File: config.mk
export PLATFORM = sky130hd
export DESIGN_NAME = mem_access_unit_flat
export DESIGN_NICKNAME = d
export VERILOG_FILES = /design/src/rtl/mem_access_unit_if.sv /design/src/rtl/mem_access_unit.sv /design/src/flat_wrapper.sv
export SDC_FILE = /design/constraint.sdc
export NUM_CORES = 1
export LEC_CHECK = 0
export ABC_AREA = 1
export CAP_MARGIN = 20
export CORE_MARGIN = 4
export CORE_UTILIZATION = 35
export DETAILED_ROUTE_END_ITERATION = 12
export PLACE_DENSITY = 0.68
export REMOVE_ABC_BUFFERS = 1
export SYNTH_ARGS = -nofsm -noshare
export SYNTH_HDL_FRONTEND = slang
export SYNTH_SLANG_ARGS = --single-unit
export TNS_END_PERCENT = 20
File: constraint.sdc
create_clock -name clk_i -period 1.81 [get_ports clk_i]
set_input_delay 0.362 -clock clk_i [delete_from_list [all_inputs] [get_ports clk_i]]
set_output_delay 0.362 -clock clk_i [all_outputs]
set_load 0.005 [all_outputs]
File: src/rtl/mem_access_unit_if.sv
// Data-memory request/acknowledge bus between the MEM-stage access unit and the memory.
interface mem_access_unit_if #(
  parameter int ADDR_W = 32
);
  logic              mem_req_o;
  logic              mem_we_o;
  logic [ADDR_W-1:0] mem_addr_o;
  logic [3:0]        mem_be_o;
  logic [31:0]       mem_wdata_o;
  logic              mem_ack_i;
  logic [31:0]       mem_rdata_i;

  modport master (
    output mem_req_o, mem_we_o, mem_addr_o, mem_be_o, mem_wdata_o,
    input  mem_ack_i, mem_rdata_i
  );

  modport slave (
    input  mem_req_o, mem_we_o, mem_addr_o, mem_be_o, mem_wdata_o,
    output mem_ack_i, mem_rdata_i
  );
endinterface

File: src/rtl/mem_access_unit.sv
// MEM-stage data-memory access engine: req/ack transaction, pipeline stall, load extraction.
// Optional feature macro: MISALIGN_TRAP_EN (trap misaligned word accesses instead of aligning down).
module mem_access_unit #(
  parameter int ADDR_W     = 32,
  parameter int WAIT_CNT_W = 8
) (
  input  logic                  clk_i,
  input  logic                  rst_n_i,
  input  logic                  MemRead_i,
  input  logic                  MemWrite_i,
  input  logic                  MemByte_i,
  input  logic                  MemSigned_i,
  input  logic [ADDR_W-1:0]     Addr_i,
  input  logic [31:0]           WrData_i,
  output logic [31:0]           RDData_o,
  output logic                  Stall_o,
  output logic                  Misalign_o,
  output logic [WAIT_CNT_W-1:0] WaitCycles_o,
  mem_access_unit_if.master     mem
);

  typedef enum logic [1:0] {S_IDLE, S_REQ, S_DONE} state_t;

  state_t                r_state;
  state_t                w_next;
  logic                  w_access;
  logic                  w_trap;
  logic                  w_issue;
  logic                  r_we;
  logic [ADDR_W-1:0]     r_addr;
  logic [3:0]            r_be;
  logic [31:0]           r_wdata;
  logic                  r_load;
  logic                  r_byte;
  logic                  r_signed;
  logic [1:0]            r_lane;
  logic [WAIT_CNT_W-1:0] r_wait;
  logic [31:0]           r_rddata;
  logic [7:0]            w_byte;
  logic [31:0]           w_load_data;

  assign w_access = MemRead_i | MemWrite_i;

`ifdef MISALIGN_TRAP_EN
  logic r_misalign;
  assign w_trap     = w_access & ~MemByte_i & (Addr_i[1:0] != 2'b00);
  assign Misalign_o = r_misalign;
`else
  assign w_trap     = 1'b0;
  assign Misalign_o = 1'b0;
`endif

  assign w_issue = (r_state == S_IDLE) & w_access & ~w_trap;

  always_ff @(posedge clk_i or negedge rst_n_i) begin
    if (!rst_n_i) r_state <= S_IDLE;
    else          r_state <= w_next;
  end

  // Stall is gated by reset so a pending access does not stall while held in reset.
  always_comb begin
    w_next  = r_state;
    Stall_o = 1'b0;
    case (r_state)
      S_IDLE: begin
        Stall_o = w_access & rst_n_i;
        if (w_access) w_next = w_trap ? S_DONE : S_REQ;
      end
      S_REQ: begin
        Stall_o = 1'b1;
        if (mem.mem_ack_i) w_next = S_DONE;
      end
      S_DONE:  w_next = S_IDLE;
      default: w_next = S_IDLE;
    endcase
  end

  always_comb begin
    w_byte = 8'h00;
    case (r_lane)
      2'd0: w_byte = mem.mem_rdata_i[7:0];
      2'd1: w_byte = mem.mem_rdata_i[15:8];
      2'd2: w_byte = mem.mem_rdata_i[23:16];
      2'd3: w_byte = mem.mem_rdata_i[31:24];
      default: w_byte = 8'h00;
    endcase
    w_load_data = r_byte ? {{24{r_signed & w_byte[7]}}, w_byte} : mem.mem_rdata_i;
  end

  always_ff @(posedge clk_i or negedge rst_n_i) begin
    if (!rst_n_i) begin
      r_we     <= 1'b0;
      r_addr   <= '0;
      r_be     <= '0;
      r_wdata  <= '0;
      r_load   <= 1'b0;
      r_byte   <= 1'b0;
      r_signed <= 1'b0;
      r_lane   <= '0;
      r_wait   <= '0;
      r_rddata <= '0;
    end else begin
      if (w_issue) begin
        r_we     <= MemWrite_i;
        r_addr   <= {Addr_i[ADDR_W-1:2], 2'b00};
        r_be     <= MemByte_i ? (4'b0001 << Addr_i[1:0]) : 4'hF;
        r_wdata  <= MemByte_i ? {4{WrData_i[7:0]}} : WrData_i;
        r_load   <= MemRead_i & ~MemWrite_i;
        r_byte   <= MemByte_i;
        r_signed <= MemSigned_i;
        r_lane   <= Addr_i[1:0];
        r_wait   <= '0;
      end
      if (r_state == S_REQ) begin
        if (r_wait != '1) r_wait <= r_wait + WAIT_CNT_W'(1);
        if (mem.mem_ack_i && r_load) r_rddata <= w_load_data;
      end
    end
  end

`ifdef MISALIGN_TRAP_EN
  always_ff @(posedge clk_i or negedge rst_n_i) begin
    if (!rst_n_i) r_misalign <= 1'b0;
    else          r_misalign <= (r_state == S_IDLE) & w_trap;
  end
`endif

  assign mem.mem_req_o   = (r_state == S_REQ);
  assign mem.mem_we_o    = r_we;
  assign mem.mem_addr_o  = r_addr;
  assign mem.mem_be_o    = r_be;
  assign mem.mem_wdata_o = r_wdata;
  assign RDData_o        = r_rddata;
  assign WaitCycles_o    = r_wait;

endmodule
File: src/flat_wrapper.sv
// flat-port wrapper written by rule: the top's interface ports become plain ports
module mem_access_unit_flat 
#(
  parameter int ADDR_W     = 32,
  parameter int WAIT_CNT_W = 8
)
  (clk_i, rst_n_i, MemRead_i, MemWrite_i, MemByte_i, MemSigned_i, Addr_i, WrData_i, RDData_o, Stall_o, Misalign_o, WaitCycles_o, mem_mem_req_o, mem_mem_we_o, mem_mem_addr_o, mem_mem_be_o, mem_mem_wdata_o, mem_mem_ack_i, mem_mem_rdata_i);
  mem_access_unit_if #(.ADDR_W(ADDR_W)) mem_i ();
  input  logic clk_i;
  input  logic rst_n_i;
  input  logic MemRead_i;
  input  logic MemWrite_i;
  input  logic MemByte_i;
  input  logic MemSigned_i;
  input  logic [ADDR_W-1:0] Addr_i;
  input  logic [31:0] WrData_i;
  output logic [31:0] RDData_o;
  output logic Stall_o;
  output logic Misalign_o;
  output logic [WAIT_CNT_W-1:0] WaitCycles_o;
  output wire logic [$bits(mem_i.mem_req_o)-1:0] mem_mem_req_o;
  output wire logic [$bits(mem_i.mem_we_o)-1:0] mem_mem_we_o;
  output wire logic [$bits(mem_i.mem_addr_o)-1:0] mem_mem_addr_o;
  output wire logic [$bits(mem_i.mem_be_o)-1:0] mem_mem_be_o;
  output wire logic [$bits(mem_i.mem_wdata_o)-1:0] mem_mem_wdata_o;
  input wire logic [$bits(mem_i.mem_ack_i)-1:0] mem_mem_ack_i;
  input wire logic [$bits(mem_i.mem_rdata_i)-1:0] mem_mem_rdata_i;
  assign mem_mem_req_o = mem_i.mem_req_o;
  assign mem_mem_we_o = mem_i.mem_we_o;
  assign mem_mem_addr_o = mem_i.mem_addr_o;
  assign mem_mem_be_o = mem_i.mem_be_o;
  assign mem_mem_wdata_o = mem_i.mem_wdata_o;
  assign mem_i.mem_ack_i = mem_mem_ack_i;
  assign mem_i.mem_rdata_i = mem_mem_rdata_i;
  mem_access_unit #(.ADDR_W(ADDR_W), .WAIT_CNT_W(WAIT_CNT_W)) u_core (.clk_i(clk_i), .rst_n_i(rst_n_i), .MemRead_i(MemRead_i), .MemWrite_i(MemWrite_i), .MemByte_i(MemByte_i), .MemSigned_i(MemSigned_i), .Addr_i(Addr_i), .WrData_i(WrData_i), .RDData_o(RDData_o), .Stall_o(Stall_o), .Misalign_o(Misalign_o), .WaitCycles_o(WaitCycles_o), .mem(mem_i));
endmodule
==> results of run 1 <==
[registers in the layout (all words and copies together) (netlist names)]
name,flops
u_core.RDData_o,32
u_core.WaitCycles_o,8
u_core.r_byte,1
u_core.r_state,2
u_core.mem.mem_wdata_o,32
u_core.mem.mem_be_o,4
u_core.mem.mem_we_o,1
u_core.r_lane,2
u_core.mem.mem_addr_o,30
u_core.r_load,1
u_core.r_signed,1
[report_power, final]
group | internal (uW) | switching [uW]
Sequential | 3780 | 775
Clock | 1930 | 1090
Combinational | 3360 | 2840
[repair_timing]
action | 4_1_cts | 5_1_grt
buffers inserted | 0 | 1
setup endpoints to repair | 3 | 3
gates cloned | 0 | 0
gates resized for setup | 6 | 4
pin swaps | 1 | 1
hold buffers | 0 | 0
[per-layer routing]
metal,vias up,global-route usage [%]
li1,2352,-
met1,2239,23.56
met2,234,30.55
met3,25,10.29
met4,0,6.980
met5,-,0
[synthesized netlist by cell type]
cell	number	area, um^2
nor2_1	77	289.0
nor3_1	1	5.000
conb_1	1	3.750
xor2_1	1	8.760
buf_12	1	20.02
a21oi_4	10	162.7
o22ai_1	1	6.260
a21oi_2	10	87.58
a21oi_1	43	215.2
nand3_4	1	17.52
o21ai_1	1	5.000
nand3b_1	1	7.510
buf_6	1	11.26
inv_1	17	63.81
o21bai_1	1	7.510
nand2_1	222	833.3
o211ai_1	1	7.510
clkinv_1	2	7.510
ha_1	1	12.51
nand3_2	1	10.01
buf_4	4	30.03
o21a_1	1	7.510
buf_2	11	55.05
nand3_1	16	80.08
nor2_4	2	22.52
a31oi_1	24	150.1
clkbuf_1	14	52.55
o21ai_0	9	45.04
dfrtp_1	114	2853
nand2_2	4	25.02
inv_2	4	15.01
clkinv_2	1	5.000
[through the flow]
stage | instances | instance area (um^2) | util [%]
after global placement | 980 | 7533 | 53.44
after CTS | 1009 | 8079 | 57.31
after detailed placement | 980 | 7533 | 53.44
final | 1010 | 8090 | 57.39
after global routing | 1010 | 8090 | 57.39
after floorplan | 569 | 4961 | -
[cell families (layout without fill, tap and decap cells)]
family          count (synthesis)  count (layout)
compound gates                101             101
flops                         114             114
other cells                     1               3
simple gates                  325             325
xor+xnor                        1               1
fa+ha+maj                       1               1
buf+inv                        55             285
[final cells by class]
class                      count  area (um^2)
multi-input combinational    431         2024
timing repair buffer         232         2354
tap                          180        225.2
sequential                   114         2856
clock buffer                  24        511.7
inverter                      24        91.34
fill                        1250         6006
clock inverter                 5        27.53
[final timing paths]
check	to	slack (ps)	cells past startpoint
setup / recovery	WaitCycles_o[0]	40	1
hold / removal	u_core.WaitCycles_o[3]	30	2
setup reg to reg	u_core.mem.mem_wdata_o[12]	310	7
hold reg to reg	u_core.mem.mem_addr_o[23]	480	2
max in group asynchronous	u_core.mem.mem_addr_o[31]	1270	2
min in group clk_i	u_core.mem.mem_addr_o[23]	480	2
==> metrics.md, run 1 <==
| Metric | Value |
|---|---|
| Pre-CTS setup slack | -203.5 ps |
| # setup viols final | 0 |
| Commonest non-fill, non-tap cell in the layout | nand2_1 |
| P_leak | 0.003635 uW |
| Vias | 4850 |
| Final Skew | 6.066 ps |
| Synth Area in Compound Gates | 13.56% |
| Crit end category | primary output |
| Die area | 16630 um^2 |
| Worst hold-check path type | input pin to asynchronous set/reset pin |
| Crit path launch | u_core.WaitCycles_o[0] |
| Highest clock rate | 0.5643 GHz |
| Largest net degree at the start of global routing | 115 |
| Initial antenna violation count | 0 |
| CTS Buf Count | 17 |
| Die Wd | 129.0 um |
| Critical Path Start Type | register |
| Wirelength per Cell | 15.38 um |
| RSZ-0062 raised after global routing | false |
| Worst Slack Setup Final | 37.95 ps |
| Wire length on met2 | 7.028 mm |
| Layout net count | 924 |
| Period utilization | 97.90% |
| Drt initial violations | 267 |
| CP peak stage delay | 550 ps |
| Power Total | 13770 uW |
| Post-synthesis simple-gate area fraction | 25.18% |
| Clock buffer depth | 2 |
| Hold Slack | 32.95 ps |
| Gr usage total | 19.72% |
| Area growth from synthesis to layout | 57.94% |
| Layout cells sized above 1 | 10.72% |
| Metal3 WL | 2.037 mm |
| Drt pass-1 iters | 4 |
| Uppermost layer routed | met4 |
| Seq/Total Area, Yosys | 55.69% |
| Most frequent cells in the layout | nand2_1, clkdlybuf4s50_1, dfrtp_1, nor2_1, a21oi_1 |
| Initial Util | 36.34% |
| Vias per cell | 4.802 |
| Cell chain of the critical path | clkdlybuf4s50_1 |
| WS Path Type | register to primary output |
| Post-route DRC | 0 |
| Routed WL | 15.53 mm |
| Final hold vios | 0 |
| Die H | 129.0 um |
| Clock transition at path regs | 50 ps |
| Slew headroom | 57.32% |
| Critical R2R Launch | u_core.r_state[0] |
| Syn avg cell area | 8.566 um^2 |
| Clk_lat worst skew | 410 ps |
| Post-synthesis mux area share | 0% |
| Synth Area in XOR/XNOR | 0.1710% |
| Root Buffer | clkbuf_16 |
| Vias in the first global route | 5178 |
| CP max FO | 6 |
| Remaining antenna violation count | 0 |
| H-Tree Depth | 4 |
| Synth Register Bits | 114 |
| Gp weighted congestion | 0.8701 |
| CTS sink cnt | 114 |
| Critical Path RT | 1450 ps |
| Maxcap violations | 0 |
| Max Slew Vio Count | 0 |
| Met1 WL | 6.176 mm |
| CP Data Arrival Time | 1410 ps |
| DP Wirelength | 11.50 mm |
| Cell Pwr Density | 1702 nW/um^2 |
| First-pass GRT wire length | 25.92 mm |
| ANT cells | 0 |
| Slowest-stage cell, CP | clkdlybuf4s50_1 |
| CTS tree | yes |
| Cell row count | 43 |
| Main combinational cell family by area after synthesis | simple AND/OR/NAND/NOR gates |
| Synth warn | 0 |
| Post-Synth Adder-Cell Area | 0.2443% |
| Grt ovf | 0 |
| Sum Neg Setup Slack | 0 ps |
| Slew @ Worst Pin | 640.1 ps |
| Run status | finished clean |
| VDD IR max | 0.8914 mV |
| Post-layout minimum cycle time | 1772 ps |
| Crit-path leading delay family | buffers and inverters |
| Synthesized cell area | 5122 um^2 |
| Input/output buffers | 211 |
| Area of the core | 14100 um^2 |
| Synth cell types | 32 |
| I/O pin total | 215 |
| WP buf/inv | 1 |
| Cells after synthesis | 598 |
Power figures use the tool's default switching activity.
==> run 2: changes to the inputs <==
--- a/config.mk
+++ b/config.mk
@@ -6,7 +6,6 @@
 export NUM_CORES = 1
 export LEC_CHECK = 0
 export ABC_AREA = 1
-export CAP_MARGIN = 20
 export CORE_MARGIN = 4
 export CORE_UTILIZATION = 35
 export DETAILED_ROUTE_END_ITERATION = 12
==> results of run 2 <==
Final layout, timing and power as in run 1 (identical DEF).
==> run 3: changes to the inputs <==
--- a/config.mk
+++ b/config.mk
@@ -7,10 +7,12 @@
 export LEC_CHECK = 0
 export ABC_AREA = 1
 export CORE_MARGIN = 4
-export CORE_UTILIZATION = 35
+export CORE_UTILIZATION = 44
+export CTS_BUF_LIST = sky130_fd_sc_hd__clkbuf_8
 export DETAILED_ROUTE_END_ITERATION = 12
-export PLACE_DENSITY = 0.68
+export PLACE_DENSITY = 0.82
 export REMOVE_ABC_BUFFERS = 1
+export SKIP_LAST_GASP = 1
 export SYNTH_ARGS = -nofsm -noshare
 export SYNTH_HDL_FRONTEND = slang
 export SYNTH_SLANG_ARGS = --single-unit
==> run 3 against run 2 <==
Largest cell class unchanged. Sequential power hardly changed. Worst setup slack worse by 59 ps. Global-route usage rose by 3.6 points. Flip-flop and latch count unchanged. Fmax shrank 3.2%. Clock skew increased by 2.9 ps. Highest routed layer unchanged. The run now ends with negative setup slack left. Via count rose by 1.9%.
==> metrics.md, run 3 (synthesis gave the netlist of run 1 again) <==
| Metric | Value |
|---|---|
| Die Wd | 115.9 um |
| Worst Slack Setup Final | -21.30 ps |
| Final hold vios | 0 |
| ANT cells | 0 |
| Routed WL | 15.18 mm |
| Post-Place Cell Area | 7450 um^2 |
| Worst hold-check path type | input pin to asynchronous set/reset pin |
| Crit-path leading delay family | buffers and inverters |
| # setup viols final | 1 |
| Cell chain of the critical path | clkdlybuf4s50_1 |
| Post-layout minimum cycle time | 1831 ps |
| Vias | 4940 |
| Highest clock rate | 0.5461 GHz |
| Vias in the first global route | 5132 |
| Finished Cell Area | 7843 um^2 |
| Gr usage total | 23.28% |
| Period utilization | 101.2% |
| RSZ-0062 raised after global routing | true |
| Critical Path RT | 1450 ps |
| Die area | 13430 um^2 |
| Wirelength per Cell | 15.70 um |
| CP Data Arrival Time | 1470 ps |
| I/O pin total | 215 |
| CTS sink cnt | 114 |
| CP peak stage delay | 560 ps |
| Placed cells | 938 |
| Drt initial violations | 366 |
| Post-route DRC | 0 |
| Pre-CTS setup slack | -205.0 ps |
| Cell Pwr Density | 1665 nW/um^2 |
| Initial Util | 44.86% |
| Most frequent cells in the layout | nand2_1, clkdlybuf4s50_1, dfrtp_1, nor2_1, a21oi_1 |
| CTS Buf Count | 17 |
| GR Layer Usage met2 | 38.47% |
| Grt ovf | 0 |
| H-Tree Depth | 4 |
| Clock transition at path regs | 70 ps |
| Layout cells sized above 1 | 9.466% |
| Input/output buffers | 211 |
| Slowest-stage cell, CP | clkdlybuf4s50_1 |
| Clock buffer depth | 2 |
| Critical Path Start Type | register |
| VDD IR max | 1.070 mV |
| P_leak | 0.003552 uW |
| Die H | 115.9 um |
| Layout net count | 918 |
| Commonest non-fill, non-tap cell in the layout | nand2_1 |
| M3 GR Usage | 9.295% |
| Failing checks | negative setup slack |
| Vias per cell | 5.109 |
| Final Skew | 8.938 ps |
| WP buf/inv | 1 |
| Area growth from synthesis to layout | 53.10% |
| Root Buffer | clkbuf_8 |
| Finished Layout Cells | 967 |
| Max Slew Vio Count | 0 |
| Largest net degree at the start of global routing | 115 |
| Hold Slack | 48.62 ps |
| Remaining antenna violation count | 0 |
| WS Path Type | register to primary output |
| Drt pass-1 iters | 5 |
| CP max FO | 7 |
| Clk_lat worst skew | 420 ps |
| Slew headroom | 60.02% |
| M1 GR Usage | 27.25% |
| First-pass GRT wire length | 24.51 mm |
| Grt peak-use layer | met2 |
| Area of the core | 11420 um^2 |
| Crit end category | primary output |
| Initial antenna violation count | 0 |
| Cell row count | 39 |
| Maxcap violations | 0 |
| Slew @ Worst Pin | 599.7 ps |
| Gp weighted congestion | 0.9322 |
| Post-CTS Hold Fix Bufs | 0 |
| Post-CTS setup buffers | 0 |
| Run status | complete, but fails checks |
| CTS tree | yes |
| DP Wirelength | 11.04 mm |
## run 3: cell types whose count changed in the layout (fill, tap and decap cells not counted), sizes merged
cell,previous run,this run
buf,22,16
bufinv,0,3
clkbuf,24,21
clkdlybuf4s15,1,0
clkinvlp,1,0
inv,22,24
## run 3: final timing paths
| path | start | endpoint | slack [ps] | cells past startpoint |
|---|---|---|---|---|
| hold / removal | rst_n_i | u_core.WaitCycles_o[4] | 50 | 2 |
| max in group asynchronous | rst_n_i | u_core.mem.mem_addr_o[5] | 1320 | 2 |
| setup reg to reg | u_core.r_state[0] | u_core.mem.mem_wdata_o[18] | 210 | 7 |
| setup / recovery | u_core.WaitCycles_o[6] | WaitCycles_o[6] | -20 | 1 |
| hold reg to reg | u_core.mem.mem_wdata_o[6] | u_core.mem.mem_wdata_o[6] | 480 | 2 |
| min in group clk_i | Addr_i[9] | u_core.mem.mem_addr_o[9] | 480 | 3 |
## run 3: final cells by class
type,count,area [um^2]
tap,143,178.9
clock inverter,9,116.4
inverter,24,91.34
sequential,114,2853
multi-input combinational,431,2024
timing repair buffer,226,2303
fill,885,3576
clock buffer,20,275.3
## run 3: layer usage
metal | up-vias | share of wire (%)
met5 | - | 0
met4 | 0 | 1.5
met3 | 25 | 11
met2 | 248 | 48
met1 | 2325 | 39
li1 | 2342 | -
## run 3: where the power goes
part           leakage, uW  internal (uW)  total [uW]  switching [uW]
Sequential         0.00135           3770        4550             781
Combinational      0.00198           3270        6100            2840
Clock             0.000214           1430        2400             974
Total              0.00355           8470       13100            4590
## run 3: per-stage QoR
| stage | total power (uW) | TNS (ps) | utilization (%) |
|---|---|---|---|
| 2_1_floorplan | 7013 | -21930 | - |
| 3_3_place_gp | 10510 | -1404 | 65.24 |
| 3_5_place_dp | 10720 | -4710 | 65.24 |
| 4_1_cts | 13190 | -76.17 | 68.72 |
| 5_1_grt | 14010 | -247.5 | 68.68 |
| 6_report | 13060 | -21.30 | 68.68 |
## run 3: repair_timing
| item | CTS | global route |
|---|---|---|
| cloned | 0 | 0 |
| pin swaps | 1 | 1 |
| resized for setup | 5 | 2 |
| endpoints found under the setup margin | 4 | 7 |
